File: config.mk
export PLATFORM = sky130hd
export DESIGN_NAME = ppm_symbol_serializer
export DESIGN_NICKNAME = d
export VERILOG_FILES = /design/src/rtl/ppm_tx_pkg.sv /design/src/rtl/ppm_hold_timer.sv /design/src/rtl/ppm_symbol_serializer.sv
export SDC_FILE = /design/constraint.sdc
export NUM_CORES = 1
export LEC_CHECK = 0
export BUFFER_PORTS_ARGS = -buffer_cell sky130_fd_sc_hd__buf_2
export CAP_MARGIN = 10
export CORE_MARGIN = 10
export CORE_UTILIZATION = 58
export DETAILED_ROUTE_END_ITERATION = 10
export MAX_ROUTING_LAYER = met4
export PLACE_DENSITY_LB_ADDON = 0.3
export SKIP_LAST_GASP = 1
export SLEW_MARGIN = 30
export SYNTH_ARGS = -nofsm -noshare
export SYNTH_HDL_FRONTEND = slang
export SYNTH_SLANG_ARGS = --single-unit
File: constraint.sdc
create_clock -name clk -period 4 [get_ports clk]
set_clock_uncertainty 0.05 [all_clocks]
set_input_delay 0.2 -clock clk [delete_from_list [all_inputs] [get_ports clk]]
set_output_delay 0.2 -clock clk [all_outputs]
set_load 0.1 [all_outputs]
File: src/rtl/ppm_tx_pkg.sv
// ----------------------------------------------------------------------------
// ppm_tx_pkg
//   Shared definitions for the PPM transmitter path:
//   - ppm_state_e   : serializer state encoding (IDLE, SEND, GUARD)
//   - ppm_sym_sel   : picks symbol <idx> out of a data word, LSB- or MSB-first
//   - ppm_params_ok : elaboration-time legality check of serializer parameters
//   No ports (package).
// ----------------------------------------------------------------------------
package ppm_tx_pkg;

    // Widest data word the symbol selector supports.
    localparam int unsigned PPM_MAX_W = 64;

    typedef enum logic [1:0] {
        IDLE  = 2'd0,
        SEND  = 2'd1,
        GUARD = 2'd2
    } ppm_state_e;

    // Returns the word shifted so that symbol <idx> sits in the low bits; the
    // caller truncates to its symbol width. With msb_first set, symbol 0 is
    // the top slice of a data_w-wide word.
    function automatic logic [PPM_MAX_W-1:0] ppm_sym_sel(
        input logic [PPM_MAX_W-1:0] word,
        input int unsigned          idx,
        input bit                   msb_first,
        input int unsigned          data_w,
        input int unsigned          sym_w
    );
        int unsigned pos;
        pos = msb_first ? (data_w / sym_w - 1 - idx) : idx;
        return word >> (pos * sym_w);
    endfunction

    function automatic bit ppm_params_ok(
        input int unsigned data_w,
        input int unsigned sym_w,
        input int unsigned hold_cyc,
        input int unsigned done_lead,
        input int unsigned guard_cyc
    );
        return (sym_w >= 1) && (data_w >= sym_w) && (data_w <= PPM_MAX_W) &&
               ((data_w % sym_w) == 0) && (hold_cyc >= 2) &&
               (done_lead < hold_cyc) && (guard_cyc >= 1);
    endfunction

endpackage

File: src/rtl/ppm_hold_timer.sv
// ----------------------------------------------------------------------------
// ppm_hold_timer
//   Auto-reloading down-counter over CYC clocks. The count starts at CYC-1
//   and wraps back to CYC-1 after reaching 0, so one full period is CYC clocks.
//   Ports:
//     clk        in  clock
//     rst_n      in  asynchronous active-low reset (count -> CYC-1)
//     load_i     in  restart the period (count -> CYC-1)
//     run_i      in  advance the count this clock
//     tc_o       out terminal count: last clock of the period
//     lead_tap_o out high LEAD clocks before the last clock of the period
// ----------------------------------------------------------------------------
module ppm_hold_timer #(
    parameter int unsigned CYC  = 128,
    parameter int unsigned LEAD = 2
) (
    input  logic clk,
    input  logic rst_n,
    input  logic load_i,
    input  logic run_i,
    output logic tc_o,
    output logic lead_tap_o
);

    localparam int unsigned CNT_W = (CYC > 1) ? $clog2(CYC) : 1;
    localparam logic [CNT_W-1:0] CNT_TOP = CNT_W'(CYC - 1);

    logic [CNT_W-1:0] cnt_q;
    logic [CNT_W-1:0] cnt_d;

    always_comb begin
        cnt_d = cnt_q;
        if (load_i) begin
            cnt_d = CNT_TOP;
        end else if (run_i) begin
            cnt_d = (cnt_q == '0) ? CNT_TOP : cnt_q - 1'b1;
        end
    end

    always_ff @(posedge clk or negedge rst_n) begin
        if (!rst_n) begin
            cnt_q <= CNT_TOP;
        end else begin
            cnt_q <= cnt_d;
        end
    end

    assign tc_o       = (cnt_q == '0);
    assign lead_tap_o = (cnt_q == CNT_W'(LEAD));

endmodule

File: src/rtl/ppm_symbol_serializer.sv
// ----------------------------------------------------------------------------
// ppm_symbol_serializer
//   Splits a DATA_W word into DATA_W/SYM_W symbols, each held HOLD_CYC clocks,
//   for the PPM modulator. Back-to-back words stream without a bubble; an
//   early word_done pulse lets the upstream reader prefetch.
//   Optional feature macro: PPM_SER_GUARD_EN inserts a GUARD_CYC-clock idle
//   guard after every word (back-to-back accept then happens at the end of
//   the guard instead of at the last symbol).
//   Ports:
//     clk       in   clock
//     rst_n     in   asynchronous active-low reset
//     in_data   in   word to send, sampled on in_valid & in_ready
//     in_valid  in   upstream word available
//     in_ready  out  serializer can accept this clock
//     sym_data  out  current symbol (0 when sym_valid is low)
//     sym_valid out  symbol active
//     sym_first out  first symbol of the word is being held
//     sym_last  out  last symbol of the word is being held
//     word_done out  one-clock early-completion pulse per word
//     busy      out  state is not IDLE
//   All outputs are decoded from registered state only.
// ----------------------------------------------------------------------------
module ppm_symbol_serializer
    import ppm_tx_pkg::*;
#(
    parameter int unsigned DATA_W    = 8,
    parameter int unsigned SYM_W     = 2,
    parameter int unsigned HOLD_CYC  = 128,
    parameter int unsigned DONE_LEAD = 2,
    parameter int unsigned MSB_FIRST = 0,
    parameter int unsigned GUARD_CYC = 32
) (
    input  logic              clk,
    input  logic              rst_n,
    input  logic [DATA_W-1:0] in_data,
    input  logic              in_valid,
    output logic              in_ready,
    output logic [SYM_W-1:0]  sym_data,
    output logic              sym_valid,
    output logic              sym_first,
    output logic              sym_last,
    output logic              word_done,
    output logic              busy
);

    localparam int unsigned NSYM  = DATA_W / SYM_W;
    localparam int unsigned IDX_W = (NSYM > 1) ? $clog2(NSYM) : 1;
    localparam logic [IDX_W-1:0] LAST_IDX = IDX_W'(NSYM - 1);
    localparam bit PARAMS_OK = ppm_params_ok(DATA_W, SYM_W, HOLD_CYC, DONE_LEAD, GUARD_CYC);

    if (!PARAMS_OK) begin : g_param_check
        $error("ppm_symbol_serializer: illegal parameter combination");
    end

    ppm_state_e        state_q;
    logic [IDX_W-1:0]  sym_idx_q;
    logic [DATA_W-1:0] word_q;

    logic send;
    logic last_sym;
    logic accept;
    logic hold_tc;
    logic hold_lead;

    assign send     = (state_q == SEND);
    assign last_sym = (sym_idx_q == LAST_IDX);
    assign accept   = in_valid & in_ready;

    // Symbol hold timer: runs through every SEND clock and wraps on its own,
    // so it is already at the start of a period when the next symbol/word begins.
    ppm_hold_timer #(
        .CYC  (HOLD_CYC),
        .LEAD (DONE_LEAD)
    ) u_hold_timer (
        .clk        (clk),
        .rst_n      (rst_n),
        .load_i     (accept),
        .run_i      (send),
        .tc_o       (hold_tc),
        .lead_tap_o (hold_lead)
    );

`ifdef PPM_SER_GUARD_EN
    logic guard_tc;
    logic guard_lead;
    logic guard_last;

    // With LEAD = 0 both taps mark the final guard clock.
    ppm_hold_timer #(
        .CYC  (GUARD_CYC),
        .LEAD (0)
    ) u_guard_timer (
        .clk        (clk),
        .rst_n      (rst_n),
        .load_i     (send & last_sym & hold_tc),
        .run_i      (state_q == GUARD),
        .tc_o       (guard_tc),
        .lead_tap_o (guard_lead)
    );

    assign guard_last = guard_tc & guard_lead;
`endif

    always_comb begin
        in_ready = 1'b0;
        case (state_q)
            IDLE: in_ready = 1'b1;
`ifdef PPM_SER_GUARD_EN
            SEND:  in_ready = 1'b0;
            GUARD: in_ready = guard_last;
`else
            // Only the final clock of the last symbol can take the next word.
            SEND:  in_ready = last_sym & hold_tc;
`endif
            default: in_ready = 1'b0;
        endcase
    end

    always_ff @(posedge clk or negedge rst_n) begin
        if (!rst_n) begin
            state_q   <= IDLE;
            sym_idx_q <= '0;
            word_q    <= '0;
        end else begin
            case (state_q)
                IDLE: begin
                    if (accept) begin
                        word_q    <= in_data;
                        sym_idx_q <= '0;
                        state_q   <= SEND;
                    end
                end
                SEND: begin
                    if (hold_tc) begin
                        sym_idx_q <= '0;
                        if (!last_sym) begin
                            sym_idx_q <= sym_idx_q + 1'b1;
`ifdef PPM_SER_GUARD_EN
                        end else begin
                            state_q <= GUARD;
                        end
`else
                        end else if (accept) begin
                            word_q <= in_data;
                        end else begin
                            state_q <= IDLE;
                        end
`endif
                    end
                end
`ifdef PPM_SER_GUARD_EN
                GUARD: begin
                    if (guard_last) begin
                        if (accept) begin
                            word_q    <= in_data;
                            sym_idx_q <= '0;
                            state_q   <= SEND;
                        end else begin
                            state_q <= IDLE;
                        end
                    end
                end
`endif
                default: state_q <= IDLE;
            endcase
        end
    end

    assign sym_valid = send;
    assign sym_data  = send ? SYM_W'(ppm_sym_sel(PPM_MAX_W'(word_q), 32'(sym_idx_q),
                                                 (MSB_FIRST != 0), DATA_W, SYM_W))
                            : '0;
    assign sym_first = send & (sym_idx_q == '0);
    assign sym_last  = send & last_sym;
    assign word_done = send & last_sym & hold_lead;
    assign busy      = (state_q != IDLE);

endmodule

==> qor.yml, run 1 <==
global_routing:
  grt_pass1_vias: 790
  gr-usage-all-layers_pct: 11.93
  grt_max_degree: 19
  overflow: 0
  grt_pass1_wl_mm: 3.801
  antenna_found_initial: 0
worst_setup_path:
  cp_max_fo: 13
  worstSetupPathType: "reg -> reg"
  endpoint_kind: "register"
  cp-start-kind: "register"
  r2r_cells: 4
  crit_arrival_ns: 2.44
  required_ns: 4.13
cts:
  cts_tree: "done"
  cts.reportedPaths.clkPinSlew_ns: 0.10
  clockBufferDepth: 2
  cts_inserted_buffers: 3
  htreeDepth: 1
  hold_buffers: 1
  cts_root_buffer: "clkbuf_4"
  cts.sinks: 18
  cts_resized: 0
  clkLatencyLatePin_ns: 0.28
  cts_post_setup_buffers_inserted: 0
timing:
  final_hold_viol_count: 0
  rsz0062_at_grt: "no"
  finalSetupTns_ns: 0
  setup_viol: 0
  post-route-period-util_pct: 57.87
  slew_violations: 0
  maxSlewHeadroom_pct: 42.17
  clock.fmax_mhz: 432.0
  min_period_ns: 2.315
  worst_slew_pin_slew_ns: 0.8674
routing:
  viasPerCell: 5.948
  drc_errors: 0
  routed_wl_mm: 2.252
  wl_per_cell_um: 16.68
  first_iter_violations: 41
  dr.pass1.iters: 4
  vias: 803
  ant_nets: 0
power_and_ir_drop:
  ir_drop_uv: 534.9
  p_leak_nw: 0.5327
  p_per_area_nw_per_um2: 910.3
  p_total_mw: 1.074
floorplanning:
  num_io_pins: 19
  core.rowCount: 15
  die_w_um: 62.72
  dieArea_um2: 3934
  core-area_um2: 1727
  die_y_um: 62.72
  initial_core_util_pct: 61.30
yosys:
  synthDistinctLibCells: 40
  synth.cell_area_um2: 1059
  yosysWarnings: 0
  synth_mux_area_share_pct: 14.54
  synth_area_leaders: "dfrtp_1 26%, dfstp_2 17%, mux2_4 7.1%"
  synth_simple_gate_area_share_pct: 17.61
  synth_top_family_by_area: "simple AND/OR/NAND/NOR gates"
  avgSynthCellArea_um2: 11.38
  synth_top_area_share_pct: 26.00
  synth_xor_area_share_pct: 0.8274
  syn_nets: 108
  synth-compound-area-share_pct: 13.00
  ys_ff_latch: 18
  ys_seq_area_share_pct: 43.38
  netlist_instances: 93
  synth-adder-area-share_pct: 4.728
  yosys.area.top_type: "dfrtp_1"
cells_and_area:
  antenna-diode-count: 0
  area_delta_synth_final_pct: 11.47
  drive_gt1_share_pct: 39.09
  fin_area_um2: 1180
  final_common_cell: "buf_2"
  num-nets-final: 126
  final_cell_mix: "18 x buf_2, 11 x dfrtp_1, 7 x inv_1, 7 x dfstp_2"
  fin_cells: 135
  fill_cells: 138
placement:
  place_area_um2: 1144
  dp_cells: 130
  io_buffers: 18
  hpwl_mm: 1.665
  place.gp.congestion: 0.8502
worst_hold_path:
  hold_path.class: "in -> reg"
  min_delay_path_depth: 2
run_status:
  status: "finished clean"
job:
  drv_cap: 0
report_power, final:
part           internal [mW]  switching, mW  total (mW)
clock network         0.0387         0.0531      0.0917
logic                  0.196          0.388       0.585
registers              0.292          0.105       0.397
Yosys cell counts (all sizes together):
| master | n |
|---|---|
| dfrtp | 11 |
| mux2 | 8 |
| dfstp | 7 |
| inv | 7 |
| nor2 | 5 |
| a31oi | 4 |
| and2 | 4 |
| buf | 4 |
| ha | 4 |
| nand2 | 4 |
| nor4 | 3 |
| o31ai | 3 |
| and4 | 2 |
| clkbuf | 2 |
| mux4 | 2 |
| nand3 | 2 |
| nand4 | 2 |
| nor3 | 2 |
| o21ai | 2 |
| a21oi | 1 |
| a311o | 1 |
| a311oi | 1 |
| a31o | 1 |
| a41oi | 1 |
| nand2b | 1 |
| nor2b | 1 |
| nor3b | 1 |
| nor4b | 1 |
| o221ai | 1 |
| o311ai | 1 |
| o41ai | 1 |
| or2 | 1 |
| or4 | 1 |
| xor2 | 1 |
logic make-up (layout without fill, tap and decap cells):
kind of cell	after synthesis	count (layout)
fa+ha+maj	4	4
buf+inv	13	30
mux	10	10
compound gates	17	17
simple gates	30	30
xor+xnor	1	1
flops	18	18
sequential cells by signal (all words and copies together) (netlist names):
name	cells
state_q	1
sym_idx_q	2
u_hold_timer.cnt_q	7
word_q	8
worst paths after layout:
path                                       start                    end  slack (ns)
max in group asynchronous                  rst_n  u_hold_timer.cnt_q[2]        3.25
max                        u_hold_timer.cnt_q[0]              word_q[4]        1.69
min reg2reg                            word_q[7]              word_q[7]        0.46
min in group asynchronous                  rst_n              word_q[0]        0.32
min                                   in_data[6]              word_q[6]        0.09
max reg2reg                u_hold_timer.cnt_q[0]              word_q[4]        1.69
critical path, cell delays in order (launching register included):
cell	delay, ns
dfstp_2	0.58
inv_1	0.07
ha_1	0.32
a41oi_2	0.76
mux2_2	0.42
per-layer routing:
| metal | vias up | track usage [%] | wire (um) |
|---|---|---|---|
| li1 | 378 | - | - |
| met1 | 394 | 13.66 | 999 |
| met2 | 25 | 19.74 | 1113 |
| met3 | 6 | 3.047 | 91 |
| met4 | 0 | 4.190 | 48 |
| met5 | - | - | 0 |
stage by stage:
stage | hold WS, ns | setup WS (ns) | util, %
6_report | 0.09062 | 1.685 | 68.33
5_1_grt | 0.08922 | 1.601 | 68.33
4_1_cts | 0.08310 | 1.709 | 68.33
3_5_place_dp | 0.09470 | 1.726 | 66.23
3_3_place_gp | 0.08969 | 1.834 | 66.23
2_1_floorplan | -0.1456 | 0.9382 | -
layout make-up:
class                      instances  area [um2]  area share (%)
multi-input combinational         62       536.8           45.49
sequential                        18       459.2           38.92
inverter                           7       26.28           2.227
clock buffer                       4       26.28           2.227
tap                               25       31.28           2.651
timing repair buffer              19       100.1           8.484
Note: power is estimated with default switching activity, not from simulation.
==> run 2: changes to the inputs <==
- CORE_UTILIZATION: 58 -> 54
- clock period: 4 -> 2.3 ns (I/O delays scaled with it)
==> qor.yml, run 2 (synthesized netlist as in run 1, its figures left out) <==
global_routing:
  grt.busiest_layer: "met2"
  gr-usage-all-layers_pct: 11.24
  grt_pass1_wl_mm: 3.684
  grt_max_degree: 19
  overflow: 0
  grt_pass1_vias: 838
  gr-usage-met2_pct: 16.75
  use_met1_pct: 13.36
  grt_util_met3_pct: 2.962
  antenna_found_initial: 0
cells_and_area:
  final_cell_mix: "18 x buf_2, 11 x dfrtp_1, 7 x inv_1, 7 x dlygate4sd3_1, 7 x dfstp_2"
  area_delta_synth_final_pct: 20.45
  reg_top3: "word_q (8), u_hold_timer.cnt_q (7), sym_idx_q (2)"
  top_register: "word_q"
  utilization_pct: 71.51
  fill_cells: 133
  drive_gt1_share_pct: 39.83
  antenna-diode-count: 0
  largest_reg_flops: 8
  final_common_cell: "buf_2"
  num-nets-final: 134
worst_setup_path:
  reg2reg_setup_slack_ns: 0.42
  regToRegStartpoint: "u_hold_timer.cnt_q[0]"
  crit_start: "u_hold_timer.cnt_q[5]"
  r2r_cells: 5
  required_ns: 2.13
  crit_arrival_ns: 1.98
  cp_max_fo: 6
  cp-start-kind: "register"
  r2r_end: "word_q[5]"
  worstSetupPathType: "reg -> out"
  endpoint_kind: "output port"
worst_hold_path:
  hp-start: "in_data[7]"
  hold_path.class: "in -> reg"
  min_delay_path_depth: 2
  hold_path_end: "word_q[7]"
timing:
  worst_slew_pin_slew_ns: 0.5192
  setup_viol: 0
  slew_violations: 0
  maxSlewHeadroom_pct: 65.39
  post-route-period-util_pct: 93.34
  rsz0062_at_grt: "no"
  min_period_ns: 2.147
  final_hold_viol_count: 0
  finalSetupTns_ns: 0
  clock.fmax_mhz: 465.8
routing:
  routed_wl_mm: 2.148
  dr.pass1.iters: 4
  first_iter_violations: 17
  ant_nets: 0
  drc_errors: 0
  wl_per_cell_um: 15.02
  viasPerCell: 5.741
  vias: 821
floorplanning:
  die_w_um: 64.28
  die_y_um: 64.28
  core.rowCount: 15
  num_io_pins: 19
  dieArea_um2: 4131
  core-area_um2: 1783
  initial_core_util_pct: 59.37
placement:
  hpwl_mm: 1.617
  place.gp.congestion: 0.8694
  io_buffers: 18
cts:
  cts.reportedPaths.clkPinSlew_ns: 0.10
  clkLatencyLatePin_ns: 0.28
  cts_resized: 0
  cts_tree: "done"
  clockBufferDepth: 2
  cts.sinks: 18
  cts_inserted_buffers: 3
  cts_root_buffer: "clkbuf_4"
  htreeDepth: 1
power_and_ir_drop:
  ir_drop_uv: 840.8
  p_int_uw: 955.2
  pwr-share-comb_pct: 53.6
  pwr-share-clk_pct: 10.0
  seqPwrFrac_pct: 36.4
  p_leak_nw: 0.5735
  swShare_pct: 49.75
  switching_power_uw: 945.8
  p_per_area_nw_per_um2: 1491
run_status:
  status: "finished clean"
job:
  drv_cap: 0
==> run 2: cell types whose count changed in the layout (fill, tap and decap cells not counted), sizes merged <==
cell	change
dlygate4sd3	+6
buf	+2
==> run 2: how the worst max path moves through the flow <==
stage               slack [ns]        end  depth (start not counted)
global placement          0.48  word_q[5]                          5
detailed placement        0.43  word_q[3]                          5
finish                    0.15   in_ready                          3
CTS                       0.14   in_ready                          3
floorplan                -0.38  word_done                          2
global route              0.08   in_ready                          3
==> run 2: per-layer routing <==
layer / share of wire [%] / wire (um)
met1: 42 / 902
met2: 51 / 1093
met3: 5.6 / 121
met4: 1.4 / 29
met5: 0 / 0
==> run 2: layout make-up <==
type	count	area (um2)	area share (%)
clock buffer	4	36.28	2.846
inverter	7	26.28	2.061
multi-input combinational	62	546.8	42.89
sequential	18	459.2	36.02
tap	25	31.28	2.453
timing repair buffer	27	175.2	13.74
==> run 2: power groups by stage <==
stage               sequential [mW]  combinational (mW)  clock [mW]
finish                        0.692                1.02       0.190
global route                  0.722                1.10       0.208
CTS                           0.688                1.02       0.198
detailed placement            0.696                1.01           0
global placement              0.683                1.00           0
floorplan                     0.629               0.897           0
==> run 2: timing repair <==
| action | in CTS | in global routing |
|---|---|---|
| endpoints found under the hold margin | 23 | 1 |
| setup buffers | 0 | 0 |
| hold buffers | 6 | 1 |
==> run 2: metrics by stage <==
stage	setup slack, ns	power (mW)	hold WS, ns	std cells	area, um2
global placement	0.4784	1.685	0.01437	132	1169
detailed placement	0.4333	1.705	0.01506	132	1169
finish	0.1532	1.901	0.01041	143	1275
floorplan	-0.3815	1.526	-0.2306	93	1069
CTS	0.1377	1.910	0.0002341	142	1265
global route	0.08283	2.027	0.0007272	143	1275
==> run 2: worst max-delay path: stages, from the launching register on <==
cell,delay (ns)
dfstp_2,0.41
or4_4,0.58
o31ai_4,0.24
buf_2,0.46
